`src/rtl/a_rom_sequencer_pkg.sv`:
```
// Shared matrix constants and sequencer state encoding.
// Packed ROM words carry two ELEM_W-bit column elements.
package a_rom_sequencer_pkg;

    localparam int NUM_WORDS = 16;
    localparam int ADDR_W    = 4;
    localparam int DATA_W    = 14;
    localparam int ELEM_W    = 7;

    typedef enum logic [1:0] {
        ST_IDLE = 2'd0,
        ST_RUN  = 2'd1,
        ST_DONE = 2'd2
    } state_t;

endpackage

```
`src/rtl/a_rom_sequencer_seq_fifo.sv`:
```
// Synchronous FIFO with occupancy count; read data is combinational from the head entry.
// Latency: a push is visible on o_vld next cycle. Push when full and pop when empty are dropped.
module seq_fifo #(
    parameter int DEPTH = 4,
    parameter int W     = 18,
    localparam int CNT_W = $clog2(DEPTH + 1)
) (
    input  logic             i_clk,
    input  logic             i_rst_n,
    input  logic             i_push,
    input  logic [W-1:0]     i_push_dat,
    input  logic             i_pop,
    output logic [W-1:0]     o_dat,
    output logic             o_vld,
    output logic [CNT_W-1:0] o_cnt
);

    localparam int PTR_W = (DEPTH > 1) ? $clog2(DEPTH) : 1;

    logic [W-1:0]     r_mem [DEPTH];
    logic [PTR_W-1:0] r_wr_ptr;
    logic [PTR_W-1:0] r_rd_ptr;
    logic [CNT_W-1:0] r_cnt;
    logic             w_push;
    logic             w_pop;

    function automatic logic [PTR_W-1:0] ptr_inc(input logic [PTR_W-1:0] p);
        return (p == PTR_W'(DEPTH - 1)) ? '0 : p + PTR_W'(1);
    endfunction

    assign w_push = i_push && (r_cnt != CNT_W'(DEPTH));
    assign w_pop  = i_pop && o_vld;
    assign o_vld  = (r_cnt != '0);
    assign o_cnt  = r_cnt;
    // Zero the output while empty so idle outputs match their reset values.
    assign o_dat  = o_vld ? r_mem[r_rd_ptr] : '0;

    always_ff @(posedge i_clk) begin
        if (w_push) begin
            r_mem[r_wr_ptr] <= i_push_dat;
        end
    end

    always_ff @(posedge i_clk or negedge i_rst_n) begin
        if (!i_rst_n) begin
            r_wr_ptr <= '0;
            r_rd_ptr <= '0;
            r_cnt    <= '0;
        end else begin
            if (w_push) r_wr_ptr <= ptr_inc(r_wr_ptr);
            if (w_pop)  r_rd_ptr <= ptr_inc(r_rd_ptr);
            if (w_push && !w_pop)      r_cnt <= r_cnt + CNT_W'(1);
            else if (w_pop && !w_push) r_cnt <= r_cnt - CNT_W'(1);
        end
    end

endmodule

```
`src/rtl/a_rom_sequencer.sv`:
```
// Streams NUM_WORDS packed words from a registered ROM into a valid/ready output; first word 3 cycles after start.
// Reads are issued only while buffered plus in-flight words fit in the FIFO, so out_ready stalls never drop data.
module a_rom_sequencer #(
    parameter int NUM_WORDS  = a_rom_sequencer_pkg::NUM_WORDS,
    parameter int ADDR_W     = a_rom_sequencer_pkg::ADDR_W,
    parameter int DATA_W     = a_rom_sequencer_pkg::DATA_W,
    parameter int FIFO_DEPTH = 4
) (
    input  logic              clk,
    input  logic              rst,
    input  logic              start,
    output logic [ADDR_W-1:0] rom_addr,
    input  logic [DATA_W-1:0] rom_data,
    output logic [DATA_W-1:0] out_data,
    output logic [ADDR_W-1:0] out_idx,
    output logic              out_valid,
    input  logic              out_ready,
    output logic              busy,
    output logic              done
);

    import a_rom_sequencer_pkg::*;

    localparam int CNT_W = $clog2(FIFO_DEPTH + 1);
    localparam int TOT_W = CNT_W + 2;
    localparam int ISS_W = $clog2(NUM_WORDS + 1);

    state_t                   r_state;
    state_t                   w_state_nxt;
    logic [ADDR_W-1:0]        r_rom_addr;
    logic [ADDR_W-1:0]        r_idx_dat;
    logic                     r_vld_iss;
    logic                     r_vld_dat;
    logic [ISS_W-1:0]         r_issued;
    logic                     w_start_acc;
    logic                     w_pop;
    logic                     w_last_acc;
    logic                     w_issue;
    logic [TOT_W-1:0]         w_total;
    logic [CNT_W-1:0]         w_fifo_cnt;
    logic [DATA_W+ADDR_W-1:0] w_fifo_dat;

    assign w_start_acc = (r_state == ST_IDLE) && start;
    assign w_pop       = out_valid && out_ready;
    assign w_last_acc  = w_pop && (out_idx == ADDR_W'(NUM_WORDS - 1));

    // Slots committed next cycle: buffered + both pipeline stages, less the word leaving now.
    assign w_total = TOT_W'(w_fifo_cnt) + TOT_W'(r_vld_iss) + TOT_W'(r_vld_dat) - TOT_W'(w_pop);
    assign w_issue = (r_state == ST_RUN) && (r_issued < ISS_W'(NUM_WORDS)) &&
                     (w_total < TOT_W'(FIFO_DEPTH));

    always_ff @(posedge clk or negedge rst) begin
        if (!rst) begin
            r_state <= ST_IDLE;
        end else begin
            r_state <= w_state_nxt;
        end
    end

    always_comb begin
        w_state_nxt = r_state;
        busy        = 1'b0;
        done        = 1'b0;
        case (r_state)
            ST_IDLE: if (start) w_state_nxt = ST_RUN;
            ST_RUN: begin
                busy = 1'b1;
                if (w_last_acc) w_state_nxt = ST_DONE;
            end
            ST_DONE: begin
                done        = 1'b1;
                w_state_nxt = ST_IDLE;
            end
            default: w_state_nxt = ST_IDLE;
        endcase
    end

    always_ff @(posedge clk or negedge rst) begin
        if (!rst) begin
            r_rom_addr <= '0;
            r_idx_dat  <= '0;
            r_vld_iss  <= 1'b0;
            r_vld_dat  <= 1'b0;
            r_issued   <= '0;
        end else begin
            r_vld_dat <= r_vld_iss;
            r_idx_dat <= r_rom_addr;
            if (w_start_acc) begin
                r_rom_addr <= '0;
                r_vld_iss  <= 1'b1;
                r_issued   <= ISS_W'(1);
            end else begin
                r_vld_iss <= w_issue;
                if (w_issue) begin
                    r_rom_addr <= r_rom_addr + ADDR_W'(1);
                    r_issued   <= r_issued + ISS_W'(1);
                end
            end
        end
    end

    seq_fifo #(
        .DEPTH (FIFO_DEPTH),
        .W     (DATA_W + ADDR_W)
    ) u_seq_fifo (
        .i_clk      (clk),
        .i_rst_n    (rst),
        .i_push     (r_vld_dat),
        .i_push_dat ({rom_data, r_idx_dat}),
        .i_pop      (w_pop),
        .o_dat      (w_fifo_dat),
        .o_vld      (out_valid),
        .o_cnt      (w_fifo_cnt)
    );

    assign rom_addr = r_rom_addr;
    assign out_data = w_fifo_dat[ADDR_W +: DATA_W];
    assign out_idx  = w_fifo_dat[ADDR_W-1:0];

endmodule

```
`config.mk`:
```
export PLATFORM = sky130hd
export DESIGN_NAME = a_rom_sequencer
export DESIGN_NICKNAME = d
export VERILOG_FILES = /design/src/rtl/a_rom_sequencer_pkg.sv /design/src/rtl/a_rom_sequencer_seq_fifo.sv /design/src/rtl/a_rom_sequencer.sv
export SDC_FILE = /design/constraint.sdc
export NUM_CORES = 1
export LEC_CHECK = 0
export CAP_MARGIN = 10
export CORE_MARGIN = 3
export CORE_UTILIZATION = 50
export DETAILED_ROUTE_END_ITERATION = 6
export GPL_TIMING_DRIVEN = 0
export PLACE_DENSITY = 0.82
export SYNTH_ARGS = -nofsm -noshare
export SYNTH_HDL_FRONTEND = slang
export SYNTH_SLANG_ARGS = --single-unit
```
`constraint.sdc`:
```
create_clock -name clk -period 3.5 [get_ports clk]
set_clock_uncertainty 0.05 [all_clocks]
set_input_delay 0.7 -clock clk [delete_from_list [all_inputs] [get_ports clk]]
set_output_delay 0.7 -clock clk [all_outputs]
set_load 0.05 [all_outputs]
```
; ---- Yosys cells after proc, flatten, opt, wreduce, memory -nomap -nowiden
; Memory sizes are Yosys's and may differ from the RTL's.
; Cells that the tools add are included.
[totals]
output_inout_bits = 25
memories = 1
ram_bits = 72
in_bits = 18
regBits = 24
[memory_table]
columns = memory, depth, word_bits, read_ports, rd_clocked_by_memory_dff, wr, line_no
row1 = u_seq_fifo.r_mem, 4, 18, 1, 0, 1, a_rom_sequencer_seq_fifo.sv:20  ; logic [W-1:0] r_mem [DEPTH];
[classes]
order_cmp = 2
add_sub_neg = 9
n_reduce_logical = 16
eq_ne = 8
mux = 17
[op_table]
columns = operator, count
row1 = 18-bit 2-to-1 mux, 1
row2 = 5-bit 2-to-1 mux, 2
row3 = 1-bit logical AND, 9
row4 = 2-bit 2-to-1 mux, 4
row5 = 4-bit 2-to-1 mux, 2
row6 = 2-bit equality test (second input constant), 3
row7 = 3-bit 2-to-1 mux, 2
row8 = 4-bit by 1-bit adder with 5-bit output, 1
row9 = 5-bit by 1-bit adder with 5-bit output (second input constant), 1
row10 = 5-bit by 3-bit < comparator with 1-bit output (second input constant), 1
row11 = 5-bit < comparator (second input constant), 1
row12 = 1-bit 2-to-1 mux, 5
row13 = 5-bit by 1-bit subtractor with 5-bit output, 1
row14 = 2-bit by 1-bit adder with 2-bit output (second input constant), 2
row15 = 3-bit by 1-bit adder with 4-bit output, 1
row16 = 4-bit by 1-bit adder with 4-bit output (second input constant), 1
row17 = 4-bit equality test (second input constant), 1
row18 = 2-bit inequality test (second input constant), 2
row19 = 2-bit one-hot mux with 2 select lines, 1
row20 = 2-bit nonzero test, 2
row21 = 3-bit by 1-bit adder with 3-bit output (second input constant), 1
row22 = 3-bit inequality test (second input constant), 1
row23 = 3-bit nonzero test, 1
row24 = 3-bit by 1-bit subtractor with 3-bit output (second input constant), 1
row25 = 4 further kinds, 5

; ---- Logic depth before layout (Yosys ltp)
[logic_depth]
ltp_word = 7
depth_mapped = 11

; ---- Hierarchy
; From an unflattened synthesis, not the netlist that was laid out.
[hier_totals]
hier_cells = 233
area_unflattened_um2 = 4033.9
[modules_own_cells]
columns = mod, cells_each, area_per_inst_um2, instances, seq_area_each_um2
row1 = seq_fifo, 150, 3173.0, 1, 2337.2
row2 = a_rom_sequencer, 83, 860.8, 1, 425.4

; ---- Worst setup path before layout
; OpenSTA, ideal clock, no wires.
[synth_timing]
kind = flip-flop to flip-flop
startpoint = reg u_seq_fifo.r_cnt[1], in the netlist u_seq_fifo.o_cnt[1]
endpoint = reg r_rom_addr[0], in the netlist rom_addr[0]
path_buffers = 1
arrival_ns = 2.764
period_less_slack_ns = 2.965
slack_ns = 0.535
setup_time_ns = 0.151
required_ns = 3.299
stages_incl_launch_ff = 12
path_cell_list = dfrtp_1 > or3_2 > clkbuf_1 > nand2_2 > inv_1 > ha_1 > inv_1 > ha_1 > a21o_1 > a2111oi_4 > o21ai_2 > mux2i_1
[synth_between]
elab_chain_len = 6
[synth_rtl]
columns = element, line_no
row1 = "start, declared", a_rom_sequencer_seq_fifo.sv:23  ; logic [CNT_W-1:0] r_cnt;
row2 = "start signal, assigned", a_rom_sequencer_seq_fifo.sv:52  ; if (w_push && !w_pop) r_cnt <= r_cnt + CNT_W'(1);
row3 = "start signal, assigned", a_rom_sequencer_seq_fifo.sv:53  ; else if (w_pop && !w_push) r_cnt <= r_cnt - CNT_W'(1);
row4 = 3-bit by 1-bit adder with 4-bit output or 3-bit nonzero test (tied branches), "a_rom_sequencer.sv:48, a_rom_sequencer_seq_fifo.sv:33"
row5 = 4-bit by 1-bit adder with 5-bit output or 1-bit logical AND (tied branches), "a_rom_sequencer.sv:48, a_rom_sequencer.sv:44"
row6 = 5-bit by 1-bit subtractor with 5-bit output (*), a_rom_sequencer.sv:48  ; assign w_total = TOT_W'(w_fifo_cnt) + TOT_W'(r_vld_iss) + TOT_W'(r_vld_dat) - TOT_W'(w_pop);
row7 = 5-bit by 3-bit < comparator with 1-bit output (*), a_rom_sequencer.sv:50  ; (w_total < TOT_W'(FIFO_DEPTH));
row8 = 1-bit logical AND (*), a_rom_sequencer.sv:49  ; assign w_issue = (r_state == ST_RUN) && (r_issued < ISS_W'(NUM_WORDS)) &&
row9 = 2-bit nonzero test (no line) (*), n/a
row10 = "end signal, assigned", a_rom_sequencer.sv:95  ; r_rom_addr <= r_rom_addr + ADDR_W'(1);
row11 = "end, declared", a_rom_sequencer.sv:30  ; logic [ADDR_W-1:0] r_rom_addr;
; Mark *: on every way between the ends. The rest lies on a longest branch, timed or not.
; A chain may end at the register's enable or synchronous reset.

; ---- Worst setup path in the final report
[layout_timing]
startpoint = reg u_seq_fifo.r_rd_ptr[0]
endpoint = out out_data[9]
[layout_between]
elab_chain_len = 2
[layout_rtl]
columns = element, line_no
row1 = "start, declared", a_rom_sequencer_seq_fifo.sv:22  ; logic [PTR_W-1:0] r_rd_ptr;
row2 = "start signal, assigned", a_rom_sequencer_seq_fifo.sv:51  ; if (w_pop) r_rd_ptr <= ptr_inc(r_rd_ptr);
row3 = memory 4 x 18 bit, n/a
row4 = 18-bit 2-to-1 mux, a_rom_sequencer_seq_fifo.sv:36  ; assign o_dat = o_vld ? r_mem[r_rd_ptr] : '0;
row5 = "end, declared", a_rom_sequencer.sv:14  ; output logic [DATA_W-1:0] out_data,
; No other way between the ends.

==> metrics <==
status complete, no violations; CP required around 2.8 ns; most common cell after layout, fill and taps aside edfxtp_1; Initial Utilization 53.4%; crit path DAT approximately 2.6 ns; worst skew pair latency 0.35 ns; relative slew slack just under 30%; DR vias around 2000; DRT Wirelength 6.41 mm; CTS tree yes; Die H approximately 95 µm; Synth Register Bits 96; min cycle time layout 3.35 ns; CTS Buf Count 9; Setup crit start kind flop; critical setup path kind reg2out; core area about 7500 µm²; number of global-route vias before repair approximately 2100; Hold Fails Final Rpt 0; initial DRC count 93; RSZ-0062 raised after global routing no; final net count about 320; TritonRoute pass-1 iters 4; total I/O pin count between 40 and 50; Max VDD drop around 540 µV; FP Rows 31; dpl hpwl 4.26 mm; Synth Instances between 200 and 250; Area Growth Syn to Fin 18.3%; Avg WL per Cell around 16 µm; number of vias per cell about 5.2; Sum Neg Setup Slack 0 ns; Mapped Area approximately 4000 µm²; Least-Margin Pin Slew roughly 1.1 ns; clk buf depth 2; CTS clk-pin slew, worst paths approximately 0.090 ns; crit path max fanout 10; Die X 95.4 µm; clock root cell clkbuf_8; IO buf count 42; period utilization about 96%; DIE AREA just over 9000 µm²; RD Place Congestion around 0.78; post-route ant nets 0; fin. max-slew vios 0; Fmax ~300 MHz; most used cells in the layout excluding fill and tap cells edfxtp_1 (72), clkdlybuf4s50_1 (41), dfrtp_1 (24), and2_1 (22), mux4_2 (18); Fin Hold WS about 0.37 ns; syn nets 265; post-synth top area cell edfxtp_1; sequential element share of the synthesized area 69.1%; # DRC 0; Pwr per Cell Area 953 nW/µm²; GR Util All Layers 15.7%; cts hold-fix bufs 0; # setup viols final 0; top post-synthesis cells by area edfxtp_1 (54%), dfrtp_1 (15%), mux4_2 (10%); initial antenna violation count 0; H-Tree Depth 3; Pleak about 1.8 nW; Max Cap Violations 0; Antenna diodes 0; Worst setup EP type primary output; post-synth cell types 35; global-route wire length before repair between 10 and 15 mm; clock tree sinks 96; YS warnings 0; share of cells above drive strength 1 between 10% and 20%; post-synth top area share a little over half; HP Class reg2reg; total gr overflow 0; Avg Cell Area, Syn 17.2 µm²; largest net degree at the start of global routing 25
repair_timing:
item | 4_1_cts | 5_1_grt
buffers inserted | 0 | 1
gates resized for setup | 0 | 1
setup endpoints to repair | 0 | 11
state kept, by name, summed over array words and instances (netlist names):
| name | cells |
|---|---|
| r_vld_iss | 1 |
| r_idx_dat | 4 |
| u_seq_fifo.r_rd_ptr | 2 |
| u_seq_fifo.r_mem | 72 |
| rom_addr | 4 |
| r_state | 2 |
| r_issued | 5 |
| u_seq_fifo.r_wr_ptr | 2 |
| r_vld_dat | 1 |
| u_seq_fifo.o_cnt | 3 |
through the flow:
stage	cell area, µm²	std cells	utilization, %	worst slack (ns)	total power [mW]
after floorplan	4000	233	-	0.535	3.26
after global placement	4540	374	60.7	0.193	3.85
after detailed placement	4540	374	60.7	0.122	3.90
after CTS	4720	390	63.0	0.0764	4.55
after global routing	4730	391	63.2	0.00290	4.78
final	4730	391	63.2	0.151	4.51
critical path: stages (launching register included):
cell             delay, ns
dfrtp_1               0.41
buf_4                 0.26
buf_6                 0.21
mux4_2                0.51
and2_1                0.17
clkdlybuf4s50_1       0.69
cell usage after synthesis (all sizes together):
library cell	instances
edfxtp	72
dfrtp	24
and2	22
mux4	18
nand2	16
ha	13
inv	12
mux2i	8
nor2	6
o21ai	5
clkbuf	4
nand2b	4
o211ai	4
a21oi	3
buf	3
a211oi	2
a21o	2
and3	2
nand3	2
nor3	2
xnor2	2
a2111oi	1
fa	1
mux2	1
nand4	1
nor2b	1
or3	1
xor2	1
cells by family (layout without fill, tap and decap cells):
logic type,count (synthesis),after routing,share of synthesized area (%)
adders and majority gates,14,14,4.57
muxes,27,27,12.4
DFF,96,96,69.1
AOI/OAI and AO/OA,17,17,3.54
buffers and inverters,19,78,2.13
and+or+nand+nor,57,57,7.57
xor gates and xnor gates,3,3,0.657
area by class of cell:
cell class | instances | area [µm²]
clock buffers | 9 | 124
clock inverters | 7 | 53.8
well taps | 99 | 124
inverters | 12 | 45.0
fillers | 530 | 2760
plain buffers | 7 | 40.0
multi-input cells | 118 | 1150
repair buffers | 43 | 430
flip-flops and latches | 96 | 2760
final timing paths:
check / start / endpoint / slack (ns) / cells past startpoint
worst max-delay path: u_seq_fifo.r_rd_ptr[0] / out_data[9] / 0.15 / 5
worst min-delay path: r_vld_iss / r_vld_dat / 0.37 / 0
worst max register to register: u_seq_fifo.o_cnt[1] / r_issued[1] / 0.27 / 12
worst min register to register: r_vld_iss / r_vld_dat / 0.37 / 0
max in group asynchronous: rst / u_seq_fifo.r_wr_ptr[0] / 1.89 / 1
min in group asynchronous: rst / r_issued[1] / 0.87 / 1
power breakdown:
part	internal, mW	switching [mW]	leakage [nW]
combinational	0.877	1.33	0.734
sequential	1.50	0.142	0.960
clock	0.265	0.390	0.0843
metal layers:
metal | vias up | track usage (%) | part of all wire (%)
met5 | - | 0 | 0
met4 | 0 | 6.28 | 1.3
met3 | 9 | 2.84 | 4.1
met2 | 42 | 25.7 | 51
met1 | 1018 | 20.9 | 43
li1 | 977 | - | -
(Power assumes the default switching activity.)
